## config.mk

```make
export PLATFORM = sky130hd
export DESIGN_NAME = sha256_digest_serializer
export DESIGN_NICKNAME = d
export VERILOG_FILES = /design/src/rtl/sha256_digest_serializer.sv
export SDC_FILE = /design/constraint.sdc
export NUM_CORES = 1
export LEC_CHECK = 0
export CAP_MARGIN = 25
export CELL_PAD_IN_SITES_DETAIL_PLACEMENT = 1
export CELL_PAD_IN_SITES_GLOBAL_PLACEMENT = 2
export CORE_MARGIN = 4
export CORE_UTILIZATION = 33
export CTS_CLUSTER_SIZE = 16
export DETAILED_ROUTE_END_ITERATION = 12
export PLACE_DENSITY_LB_ADDON = 0.1
export SLEW_MARGIN = 20
export SYNTH_ARGS = -nofsm -noshare
export SYNTH_HDL_FRONTEND = slang
export SYNTH_SLANG_ARGS = --single-unit
export TNS_END_PERCENT = 10
```

## constraint.sdc

```tcl
create_clock -name clk -period 4.8 [get_ports clk]
set_input_delay 0.96 -clock clk [delete_from_list [all_inputs] [get_ports clk]]
set_output_delay 0.96 -clock clk [all_outputs]
set_load 0.01 [all_outputs]
```

## src/rtl/sha256_digest_serializer.sv

```systemverilog
// sha256_digest_serializer: captures a digest on the rising edge of hash_done and streams it MSB first over valid/ready.
// Define SHA256_SER_HEX_ASCII_EN to emit each byte as two lowercase ASCII hex chars.
module sha256_digest_serializer #(
    parameter int OUT_BYTES = 32
) (
    input  logic         clk,
    input  logic         rst,
    input  logic [255:0] hash_in,
    input  logic         hash_done,
    output logic [7:0]   out_data,
    output logic         out_valid,
    input  logic         out_ready,
    output logic         out_last,
    output logic         busy,
    output logic         overrun
);
`ifdef SHA256_SER_HEX_ASCII_EN
    localparam int N_OUT = 2 * OUT_BYTES;
    localparam int STEP = 4;
`else
    localparam int N_OUT = OUT_BYTES;
    localparam int STEP = 8;
`endif
    localparam logic [6:0] LAST = 7'(N_OUT - 1);

    typedef enum logic {IDLE, SEND} state_t;

    state_t       state_q, state_d;
    logic [255:0] shift_q, shift_d;
    logic [6:0]   count_q, count_d;
    logic         done_prev_q, overrun_q, overrun_d;
    logic         rise, send, xfer_last;

    assign send      = (state_q == SEND);
    assign rise      = hash_done && !done_prev_q;
    assign out_valid = send;
    assign busy      = send;
    assign overrun   = overrun_q;
    assign out_last  = send && (count_q == LAST);
    assign xfer_last = out_last && out_ready;

`ifdef SHA256_SER_HEX_ASCII_EN
    logic [3:0] nib;
    assign nib      = shift_q[255:252];
    assign out_data = !send ? 8'h00 : (nib < 4'd10) ? 8'h30 + {4'h0, nib} : 8'h57 + {4'h0, nib};
`else
    assign out_data = send ? shift_q[255:248] : 8'h00;
`endif

    always_comb begin
        state_d   = state_q;
        shift_d   = shift_q;
        count_d   = count_q;
        overrun_d = overrun_q;
        if (!send) begin
            if (rise) begin
                shift_d = hash_in;
                count_d = 7'd0;
                state_d = SEND;
            end
        end else begin
            if (xfer_last) begin
                // A digest arriving exactly on the final transfer chains on without a bubble.
                shift_d = rise ? hash_in : shift_q;
                count_d = 7'd0;
                state_d = rise ? SEND : IDLE;
            end else if (out_ready) begin
                shift_d = shift_q << STEP;
                count_d = count_q + 7'd1;
            end
            if (rise && !xfer_last) overrun_d = 1'b1;
        end
    end

    always_ff @(posedge clk) begin
        if (rst) begin
            state_q     <= IDLE;
            shift_q     <= '0;
            count_q     <= '0;
            done_prev_q <= 1'b0;
            overrun_q   <= 1'b0;
        end else begin
            state_q     <= state_d;
            shift_q     <= shift_d;
            count_q     <= count_d;
            done_prev_q <= hash_done;
            overrun_q   <= overrun_d;
        end
    end
endmodule

```

**Word level (Yosys, flattened, before mapping)**

Cells that the tools add are included.

- Register bits after elaboration: 266
- Bits in latches: 0
- Bits in writable memories: 0
- ROM bits: 0
- Bits of input ports: 260
- Word-level logic and storage cells: 29
- Memories: 0

- Add/sub/neg operators: 1
- $mul: 0
- Divide/modulo/power cells: 0
- Order comparisons: 0
- Equal/unequal tests: 2
- Shift-type cells: 0
- Multiplexer cells: 12
- Bitwise gates (word level): 0
- Reductions and logical operators: 9

Operator list:

| kind | count |
|---|---|
| 2-to-1 mux 256 bit | 4 |
| 2-to-1 mux 7 bit | 4 |
| 2-to-1 mux 8 bit | 1 |
| adder 7 x 1 -> 7 bit, second input constant | 1 |
| == test 7 x 5 -> 1 bit, second input constant | 1 |
| logical AND 1 bit | 4 |
| AND reduction 2 bit | 2 |
| 2-to-1 mux 1 bit | 3 |
| inequality test 3 x 2 -> 1 bit, second input constant | 1 |
| zero test 1 bit | 2 |
| nonzero test 2 bit | 1 |

**Longest topological paths before layout**

Gate-level depths: netlist of run 1.

- Depth in word-level cells: 6
- Mapped depth: 7
- Depth with buffers taken out: 5

**Least setup slack after synthesis of run 1**

No wires, ideal clock.

- Path kind: register -> output
- Start: reg count_q[0]
- End: out out_last
- Arrival: 1,299 ps
- Slack: 2,541 ps
- Cell stages (with the launch flop): 6
- Path buffers: 1
- Cell sequence: dfxtp_1 > ha_1 > and4bb_1 > nand3_2 > clkbuf_1 > nor2_1

- Longest elaborated chain between the ends: 2

RTL lines:

| what | RTL line | source |
|---|---|---|
| start, declared | 30 | `logic [6:0] count_q, count_d;` |
| start signal, assigned | 85 | `count_q <= count_d;` |
| == test 7 x 5 -> 1 bit | 39 | `assign out_last = send && (count_q == LAST);` |
| logical AND 1 bit | 39 |  |
| end, declared | 13 | `output logic out_last,` |

No other way between the ends.

**Final worst setup path of run 1**

Same ends and word-level chain as after synthesis.

==> impl_metrics.ini, run 1 <==
[run_status]
status = completed

[sta]
tightest_slew_ns = 1.152
fin_crit_sh_pct = 78.83
final-setup-viol-count = 0
skew_ns = 0.006136
fin_crit_ns = 3.784
slew_violations = 0
final-hold-violation-count = 0
maxSlewHeadroom_pct = 23.20
tns_ns = 0
rsz0062_at_grt = no
fmax_mhz = 264.3

[clock_tree]
cts_setup_buffers = 0
numCtsBuffers = 31
cts-root-buf = clkbuf_16
clk_path_buf_depth = 3
cts_tree = built
ctsResizeCount = 0
clk_latency_ns = 0.54
h-tree-depth = 1
clock_sinks = 266
postCtsHoldBufs = 0
clk_pin_slew_worst_paths_ns = 0.06

[min_path]
hold_start = overrun$_SDFFE_PP0P_
holdPathEnd = overrun$_SDFFE_PP0P_
hold_class = flip-flop to flip-flop
min_path_cells = 2

[logic_synthesis]
syn-cell-area_sq_mm = 0.01155
synth.avg_cell_area_sq_um = 9.408
ys_types = 27
yosysSeqAreaShare_pct = 46.09
syn_inst = 1228
ys_ff_latch = 266
yosys_warnings = 0
syn-num-nets = 1489

[global_route]
antenna_found_initial = 11
grt_max_degree = 214
grt_usage_pct = 19.05
grt-ovfl-total = 0
grt_first_pass_wirelength_um = 60640
grt_pass1_vias = 10609

[floorplanning]
die_y_um = 195.1
design.die.area_sq_mm = 0.03807
io_pins = 272
die-width_um = 195.1
initial_core_util_pct = 33.45
core_area_sq_mm = 0.03454
fp-row-count = 68

[placement]
dp.cells = 1829
placed_area_sq_mm = 0.01435
numPortBuffers = 271
place.gp.congestion = 0.7482
dp_hpwl_um = 23930

[detailed_routing]
first_pass_iters = 5
routed_wirelength_um = 38560
route.vias.total = 10340
wire_per_inst_um = 20.43
drtIter0Drc = 459
drc_errors = 0
ant_nets = 0
via_per_inst = 5.480

[setup_path]
r2r-start = count_q[0]$_SDFFE_PP0P_
critPathKind = flip-flop to output port
crit_chain = ha_1, and4bb_1, nand3_4, nor2_1, clkdlybuf4s50_1
slowest_delay_ns = 0.58
end_kind = output port
crit_arrival_ns = 2.82
cp_max_fo = 39
crit_required_ns = 3.84
reg2reg_to = shift_q[9]$_SDFFE_PP0P_
cpMaxStageDelayCell = clkdlybuf4s50_1
reg2reg_slack_ns = 2.00
crit_path_start_kind = flip-flop
reg2regPathDepth = 6

[cells_and_area]
finish.utilization_pct = 44.56
syn2layout_area_growth_pct = 33.21
final_nets = 1668
post-route-cell-area_sq_mm = 0.01539
drive_gt1_share_pct = 5.385
layout.cells.non_filler = 1887

[power_and_ir_drop]
power_per_cell_area_mw_per_mm2 = 375.1
peakVddDrop_mv = 0.3026
leakage_nw = 5.997
finalPower_w = 0.005773

[job]
drv_cap = 0
==> layout by cell type (no fill, tap or decap), types with 5 or more instances in the layout <==
master,synthesis,layout
a21oi_1,250,250
and2_1,9,9
buf_12,0,10
buf_4,3,8
clkbuf_1,85,5
clkbuf_16,0,31
clkbuf_8,0,12
clkdlybuf4s50_1,0,270
clkinv_2,0,7
dfxtp_1,266,266
inv_1,8,8
nand2b_1,10,9
nor2_1,260,260
o221a_1,248,248
o32ai_1,8,8
xor2_1,6,6
==> per-stage QoR <==
step           hold WS [ns]  setup slack (ns)
2_1_floorplan        0.4583             2.541
3_3_place_gp         0.4568             1.435
3_5_place_dp         0.4635             1.375
4_1_cts              0.4771            0.9685
5_1_grt              0.5113            0.8692
6_report             0.4689             1.016
==> sequential cells by signal, indices dropped and copies added, names as in the netlist <==
signal and count:
done_prev_q 1, busy 1, count_q 7, shift_q 256, overrun 1
==> worst max-delay path by stage <==
stage,startpoint,end,slack (ns),depth (start not counted)
floorplan,count_q[0]$_SDFFE_PP0P_,out_last,2.54,5
global placement,hash_done,shift_q[45]$_SDFFE_PP0P_,1.43,5
detailed placement,hash_done,shift_q[9]$_SDFFE_PP0P_,1.38,5
CTS,count_q[0]$_SDFFE_PP0P_,out_last,0.97,5
global route,count_q[0]$_SDFFE_PP0P_,out_last,0.87,5
finish,count_q[0]$_SDFFE_PP0P_,out_last,1.02,5
==> cells in the mapped netlist (all sizes together) <==
| library cell | count | share of area, % |
|---|---|---|
| o32ai | 8 | 0.61 |
| a21oi | 250 | 11 |
| nor3b | 1 | 0.11 |
| o211ai | 2 | 0.13 |
| a41oi | 1 | 0.076 |
| clkbuf | 85 | 2.8 |
| o22a | 1 | 0.076 |
| and2 | 9 | 0.49 |
| nand2b | 10 | 0.54 |
| o221a | 248 | 24 |
| nand2 | 2 | 0.065 |
| dfxtp | 266 | 46 |
| buf | 58 | 4.0 |
| o21ai | 3 | 0.13 |
| inv | 10 | 0.32 |
| and4 | 2 | 0.15 |
| and4bb | 1 | 0.11 |
| ha | 1 | 0.11 |
| xor2 | 6 | 0.45 |
| nand3 | 1 | 0.087 |
| o2111ai | 2 | 0.15 |
| nor2b | 1 | 0.054 |
| nor2 | 260 | 8.4 |
==> layer usage <==
layer | wire [um] | part of all wire [%] | GRT usage [%]
met4 | 578 | 1.5 | 3.310
met5 | 140 | 0.36 | 0
met3 | 2333 | 6.1 | 5.642
met2 | 17620 | 46 | 29.77
met1 | 17880 | 46 | 26.59
==> power breakdown <==
group,internal (W),switching (W)
combinational,0.000463,0.000374
clock,0.00145,0.000936
sequential,0.00242,0.000124
total,0.00434,0.00143
==> critical path, delay by kind of cell (launching register included) <==
kind                       cells  cell delay (ns)
and+or+nand+nor                3             1.03
adders and majority gates      1             0.26
buffers and inverters          1             0.58
DFF                            1             0.41
==> area by class of cell <==
cell class	count	area, sq um
Antenna cell	2	5.005
Sequential cell	266	5325
Clock inverter	9	95.09
Multi-Input combinational cell	809	5436
Fill cell	3887	19150
Inverter	10	37.54
Timing Repair Buffer	289	2977
Tap cell	455	569.3
Clock buffer	47	945.9
==> cell families after synthesis <==
group           Yosys count  share of synthesized area (%)
simple gates            287                          10.05
buf+inv                 153                          7.126
xor+xnor                  6                         0.4548
flops                   266                          46.09
fa+ha+maj                 1                         0.1083
compound gates          515                          36.17
Note: power is estimated with default switching activity, not from simulation.
==> run 2, diff against run 1 <==
--- a/config.mk
+++ b/config.mk
@@ -9,7 +9,7 @@
 export CELL_PAD_IN_SITES_DETAIL_PLACEMENT = 1
 export CELL_PAD_IN_SITES_GLOBAL_PLACEMENT = 2
 export CORE_MARGIN = 4
-export CORE_UTILIZATION = 33
+export CORE_UTILIZATION = 30
 export CTS_CLUSTER_SIZE = 16
 export DETAILED_ROUTE_END_ITERATION = 12
 export PLACE_DENSITY_LB_ADDON = 0.1
==> constraint.sdc (replaced) <==
create_clock -name clk -period 3.7 [get_ports clk]
set_input_delay 0.74 -clock clk [delete_from_list [all_inputs] [get_ports clk]]
set_output_delay 0.74 -clock clk [all_outputs]
set_load 0.01 [all_outputs]
==> run 2 against run 1 <==
Net effect:
- sequential share of layout area decreased by 0.52 points
- first-iteration DRC count decreased by 3.9%
- via count about the same
- die area up 9.6%
- clock power rose by 34%
- sequential cell count stayed put
- critical path type unchanged
- critical endpoint unchanged
- highest routed layer unchanged
==> impl_metrics.ini, run 2 (synthesis results as in run 1) <==
[cells_and_area]
drive_gt1_share_pct = 5.494
layout.cells.non_filler = 1950
regMostFlops = shift_q
layout_common_cells = clkdlybuf4s50_1 (270), dfxtp_1 (266), nor2_1 (260)
final_nets = 1679
reg.largest.list = shift_q (256), count_q (7)
final_common_cell = clkdlybuf4s50_1
largest_reg_flops = 256
syn2layout_area_growth_pct = 35.25

[sta]
fin_crit_ns = 2.911
fmax_mhz = 343.5
final-setup-viol-count = 0
tns_ns = 0
maxSlewHeadroom_pct = 43.30
slew_violations = 0
fin_crit_sh_pct = 78.69
skew_ns = 0.01156
tightest_slew_ns = 0.8506
rsz0062_at_grt = no
final-hold-violation-count = 0

[setup_path]
reg2reg_slack_ns = 1.00
r2r-start = count_q[0]$_SDFFE_PP0P_
startpoint = count_q[0]$_SDFFE_PP0P_
end_kind = output port
crit_end = out_last
reg2regPathDepth = 7
crit_path_start_kind = flip-flop
reg2reg_to = shift_q[79]$_SDFFE_PP0P_
critPathKind = flip-flop to output port
crit_required_ns = 2.96
crit_arrival_ns = 2.17
cp_max_fo = 4

[power_and_ir_drop]
peakVddDrop_mv = 0.2273
leakage_nw = 6.061
power_per_cell_area_mw_per_mm2 = 488.4

[clock_tree]
cts_setup_buffers = 0
clk_path_buf_depth = 3
clk_latency_ns = 0.51
postCtsHoldBufs = 0
ctsResizeCount = 0
numCtsBuffers = 34
clock_sinks = 266
cts-root-buf = clkbuf_16
cts_tree = built
h-tree-depth = 2
clk_pin_slew_worst_paths_ns = 0.05

[placement]
dp.cells = 1893
dp_hpwl_um = 25550
numPortBuffers = 271
place.gp.congestion = 0.7300

[detailed_routing]
first_pass_iters = 7
route.vias.total = 10337
via_per_inst = 5.301
drtIter0Drc = 441
wire_per_inst_um = 20.60
routed_wirelength_um = 40170
ant_nets = 0
drc_errors = 0

[floorplanning]
fp-row-count = 71
io_pins = 272
core_area_sq_mm = 0.03784
die-width_um = 204.2
initial_core_util_pct = 30.53
die_y_um = 204.2
design.die.area_sq_mm = 0.04172

[global_route]
grt_max_degree = 100
grt_usage_pct = 18.36
grt_first_pass_wirelength_um = 62220
grt_pass1_vias = 11010
grt-ovfl-total = 0
antenna_found_initial = 11

[min_path]
hold_class = flip-flop to flip-flop

[job]
drv_cap = 0

[run_status]
status = completed
## run 2: cell types whose count changed in the layout (fill, tap and decap cells not counted)
cell       change
clkinv_2       -7
buf_12         +6
clkbuf_1       +6
clkbuf_16      +6
clkbuf_8       -5
buf_4          +2
bufinv_16      -2
buf_8          +1
clkinv_4       +1
diode_2        -1
## run 2: cell type report
type / count / area [sq um]
Clock buffer: 55 / 1064
Clock inverter: 1 / 8.758
Inverter: 10 / 37.54
Fill cell: 4305 / 22220
Multi-Input combinational cell: 809 / 5436
Timing Repair Buffer: 297 / 3113
Tap cell: 511 / 639.4
Antenna cell: 1 / 2.502
Sequential cell: 266 / 5325
## run 2: worst max-delay path, cell delays in order, from the launching register on
cell and delay, ns:
dfxtp_1 0.39, ha_1 0.22, and4bb_1 0.30, nand3_4 0.10, nor2_1 0.10, clkdlybuf4s50_1 0.57
## run 2: worst min-delay path by stage
stage,from,endpoint,slack (ns),cells past startpoint
final,overrun$_SDFFE_PP0P_,overrun$_SDFFE_PP0P_,0.47,2
after detailed placement,overrun$_SDFFE_PP0P_,overrun$_SDFFE_PP0P_,0.46,2
after floorplan,count_q[1]$_SDFFE_PP0P_,count_q[1]$_SDFFE_PP0P_,0.46,2
after CTS,overrun$_SDFFE_PP0P_,overrun$_SDFFE_PP0P_,0.47,2
after global placement,overrun$_SDFFE_PP0P_,overrun$_SDFFE_PP0P_,0.45,2
after global routing,overrun$_SDFFE_PP0P_,overrun$_SDFFE_PP0P_,0.50,2
## run 2: routing by layer
layer | wire length (um) | part of all wire [%] | up-vias | GRT usage (%)
met5 | 123 | 0.31 | - | 0
met4 | 619 | 1.5 | 20 | 3.781
met3 | 2792 | 7.0 | 61 | 6.189
met2 | 18710 | 47 | 202 | 29.68
met1 | 17930 | 45 | 5032 | 24.05
li1 | - | - | 5022 | -
## run 2: through the flow
stage / cell area [sq um] / setup WS (ns) / utilization [%] / total power [W] / hold WS (ns)
final: 15630 / 0.7886 / 41.29 / 0.007632 / 0.4661
after global routing: 15620 / 0.6379 / 41.28 / 0.008008 / 0.5022
after CTS: 15620 / 0.7402 / 41.28 / 0.007765 / 0.4719
after detailed placement: 14550 / 0.7734 / 38.45 / 0.004496 / 0.4590
after global placement: 14550 / 0.8150 / 38.45 / 0.004479 / 0.4532
after floorplan: 11550 / 1.661 / - / 0.003993 / 0.4583
## run 2: power by group
part / internal [W] / switching (W) / leakage (nW)
sequential: 0.00315 / 0.000163 / 2.20
combinational: 0.000621 / 0.000494 / 3.34
clock: 0.00195 / 0.00126 / 0.523
total: 0.00572 / 0.00191 / 6.06
==> run 3, diff against run 2 <==
==> constraint.sdc (replaced) <==
create_clock -name clk -period 2.75 [get_ports clk]
set_input_delay 0.55 -clock clk [delete_from_list [all_inputs] [get_ports clk]]
set_output_delay 0.55 -clock clk [all_outputs]
set_load 0.01 [all_outputs]
==> run 3 against run 2 <==
Net effect:
- clock skew rose by 0.00098 ns
- worst setup slack got worse by 0.62 ns
- combinational power rose by 35%
- die area did not move
- power rose by 39%
- sequential cell count did not move
- sequential share of layout area fell by 0.20 points
- critical path type unchanged
- critical endpoint is now out_data[3]
- largest power group is now clock
==> impl_metrics.ini, run 3 (synthesis results as in run 1) <==
[sta]
rsz0062_at_grt = no
fmax_mhz = 387.0
skew_ns = 0.01254
maxSlewHeadroom_pct = 52.32
fin_crit_sh_pct = 93.95
fin_crit_ns = 2.584
slew_violations = 0
final-hold-violation-count = 0
tns_ns = 0
final-setup-viol-count = 0
tightest_slew_ns = 0.7152

[power_and_ir_drop]
power_per_cell_area_mw_per_mm2 = 675.4
leakage_nw = 6.108
peakVddDrop_mv = 0.3329
intPower_w = 0.007997
pwr-share-clk_pct = 44.0
pwr-share-seq_pct = 41.9
sw_frac_of_total_pct = 24.66
power.switching_w = 0.002618
combinationalPowerShare_pct = 14.1

[placement]
dp_hpwl_um = 25040
numPortBuffers = 271
place.gp.congestion = 0.7528

[global_route]
use_met3_pct = 6.077
grt_util_met2_pct = 28.85
grt-ovfl-total = 0
grt_first_pass_wirelength_um = 62200
grt_usage_pct = 18.33
antenna_found_initial = 14
grt-busiest-layer = met2
grt_pass1_vias = 10803
met1_usage_pct = 24.60
grt_max_degree = 137

[clock_tree]
cts_tree = built
postCtsHoldBufs = 0
cts-root-buf = clkbuf_16
clock_sinks = 266
cts_setup_buffers = 0
numCtsBuffers = 34
clk_latency_ns = 0.51
clk_pin_slew_worst_paths_ns = 0.05
clk_path_buf_depth = 3
ctsResizeCount = 1
h-tree-depth = 2

[floorplanning]
initial_core_util_pct = 30.53
die-width_um = 204.2
io_pins = 272
die_y_um = 204.2
design.die.area_sq_mm = 0.04172
fp-row-count = 71
core_area_sq_mm = 0.03784

[detailed_routing]
drtIter0Drc = 560
drc_errors = 0
ant_nets = 0
routed_wirelength_um = 40400
wire_per_inst_um = 20.68
via_per_inst = 5.346
route.vias.total = 10441
first_pass_iters = 4

[setup_path]
worstSetupPathDepth = 2
cp_max_fo = 14
slowest_delay_ns = 0.70
crit_required_ns = 2.20
r2r-start = count_q[0]$_SDFFE_PP0P_
crit_arrival_ns = 2.03
cpMaxStageDelayCell = dfxtp_1
reg2regPathDepth = 6
crit_chain = and2_1, clkdlybuf4s50_1
critPathKind = flip-flop to output port
end_kind = output port
cp_top_family = flip-flops
crit_path_start_kind = flip-flop
reg2reg_slack_ns = 0.53
reg2reg_to = shift_q[26]$_SDFFE_PP0P_
critical_path_buf_inv_count = 1

[cells_and_area]
drive_gt1_share_pct = 5.637
final_common_cell = clkdlybuf4s50_1
fill_cells = 4278
syn2layout_area_growth_pct = 36.03
final_nets = 1675
multiInputGateArea_sq_mm = 0.005436
reg.largest.list = shift_q (256), count_q (7)
regMostFlops = shift_q
largest_reg_flops = 256
seqCellArea_sq_mm = 0.005325
layout_common_cells = clkdlybuf4s50_1 (269), dfxtp_1 (266), nor2_1 (260)
finish.utilization_pct = 41.53

[min_path]
holdPathEnd = overrun$_SDFFE_PP0P_
hold_class = flip-flop to flip-flop
min_path_cells = 2
hold_start = overrun$_SDFFE_PP0P_

[job]
drv_cap = 0

[run_status]
status = completed
run 3: cell count changes in the layout (fill, tap and decap cells not counted), sizes merged:
cell	before	now
dlygate4sd2	0	1
buf	27	23
clkbuf	55	53
diode	1	5
clkdlybuf4s50	270	269
clkinv	1	3
bufinv	0	3
run 3: tightest hold or removal path: cells and delay by family, from the launching register on:
family	cells	cell delay (ns)
DFF	1	0.32
and+or+nand+nor	1	0.07
AOI/OAI and AO/OA	1	0.04
run 3: final cells by class:
| type | instances | area share (%) |
|---|---|---|
| diodes | 5 | 0.07961 |
| clock buffers | 53 | 6.783 |
| clock inverters | 6 | 0.6687 |
| inverters | 10 | 0.2388 |
| multi-input cells | 809 | 34.59 |
| flip-flops and latches | 266 | 33.88 |
| well taps | 511 | 4.068 |
| repair buffers | 293 | 19.69 |
run 3: through the flow:
| stage | total power [W] | setup WS [ns] | area [sq um] | cells | hold slack [ns] |
|---|---|---|---|---|---|
| global route | 0.01112 | 0.03297 | 15710 | 1949 | 0.5022 |
| CTS | 0.01081 | 0.1055 | 15700 | 1948 | 0.4775 |
| global placement | 0.006020 | 0.3548 | 14530 | 1889 | 0.4621 |
| floorplan | 0.005373 | 0.9005 | 11550 | 1228 | 0.4583 |
| finish | 0.01061 | 0.1663 | 15720 | 1953 | 0.4660 |
| detailed placement | 0.006040 | 0.3003 | 14530 | 1889 | 0.4632 |
run 3: worst max path at each step:
stage	start	endpoint	slack [ns]
final	busy$_SDFF_PP0_	out_data[3]	0.17
after global routing	busy$_SDFF_PP0_	out_data[0]	0.03
after CTS	busy$_SDFF_PP0_	out_data[3]	0.11
after detailed placement	out_ready	shift_q[59]$_SDFFE_PP0P_	0.30
after global placement	out_ready	shift_q[72]$_SDFFE_PP0P_	0.35
after floorplan	count_q[0]$_SDFFE_PP0P_	out_last	0.90
run 3: layer usage:
layer	routed length, um	up-vias
met5	131	-
met4	477	22
met3	2828	55
met2	18340	202
met1	18620	5129
li1	-	5033
run 3: power by group through the flow:
stage                     clock network [W]  registers, W  logic, W
after global routing                0.00498       0.00449   0.00165
after detailed placement                  0       0.00452   0.00152
final                               0.00467       0.00445   0.00150
after global placement                    0       0.00452   0.00150
after floorplan                           0       0.00446  0.000917
after CTS                           0.00484       0.00445   0.00152
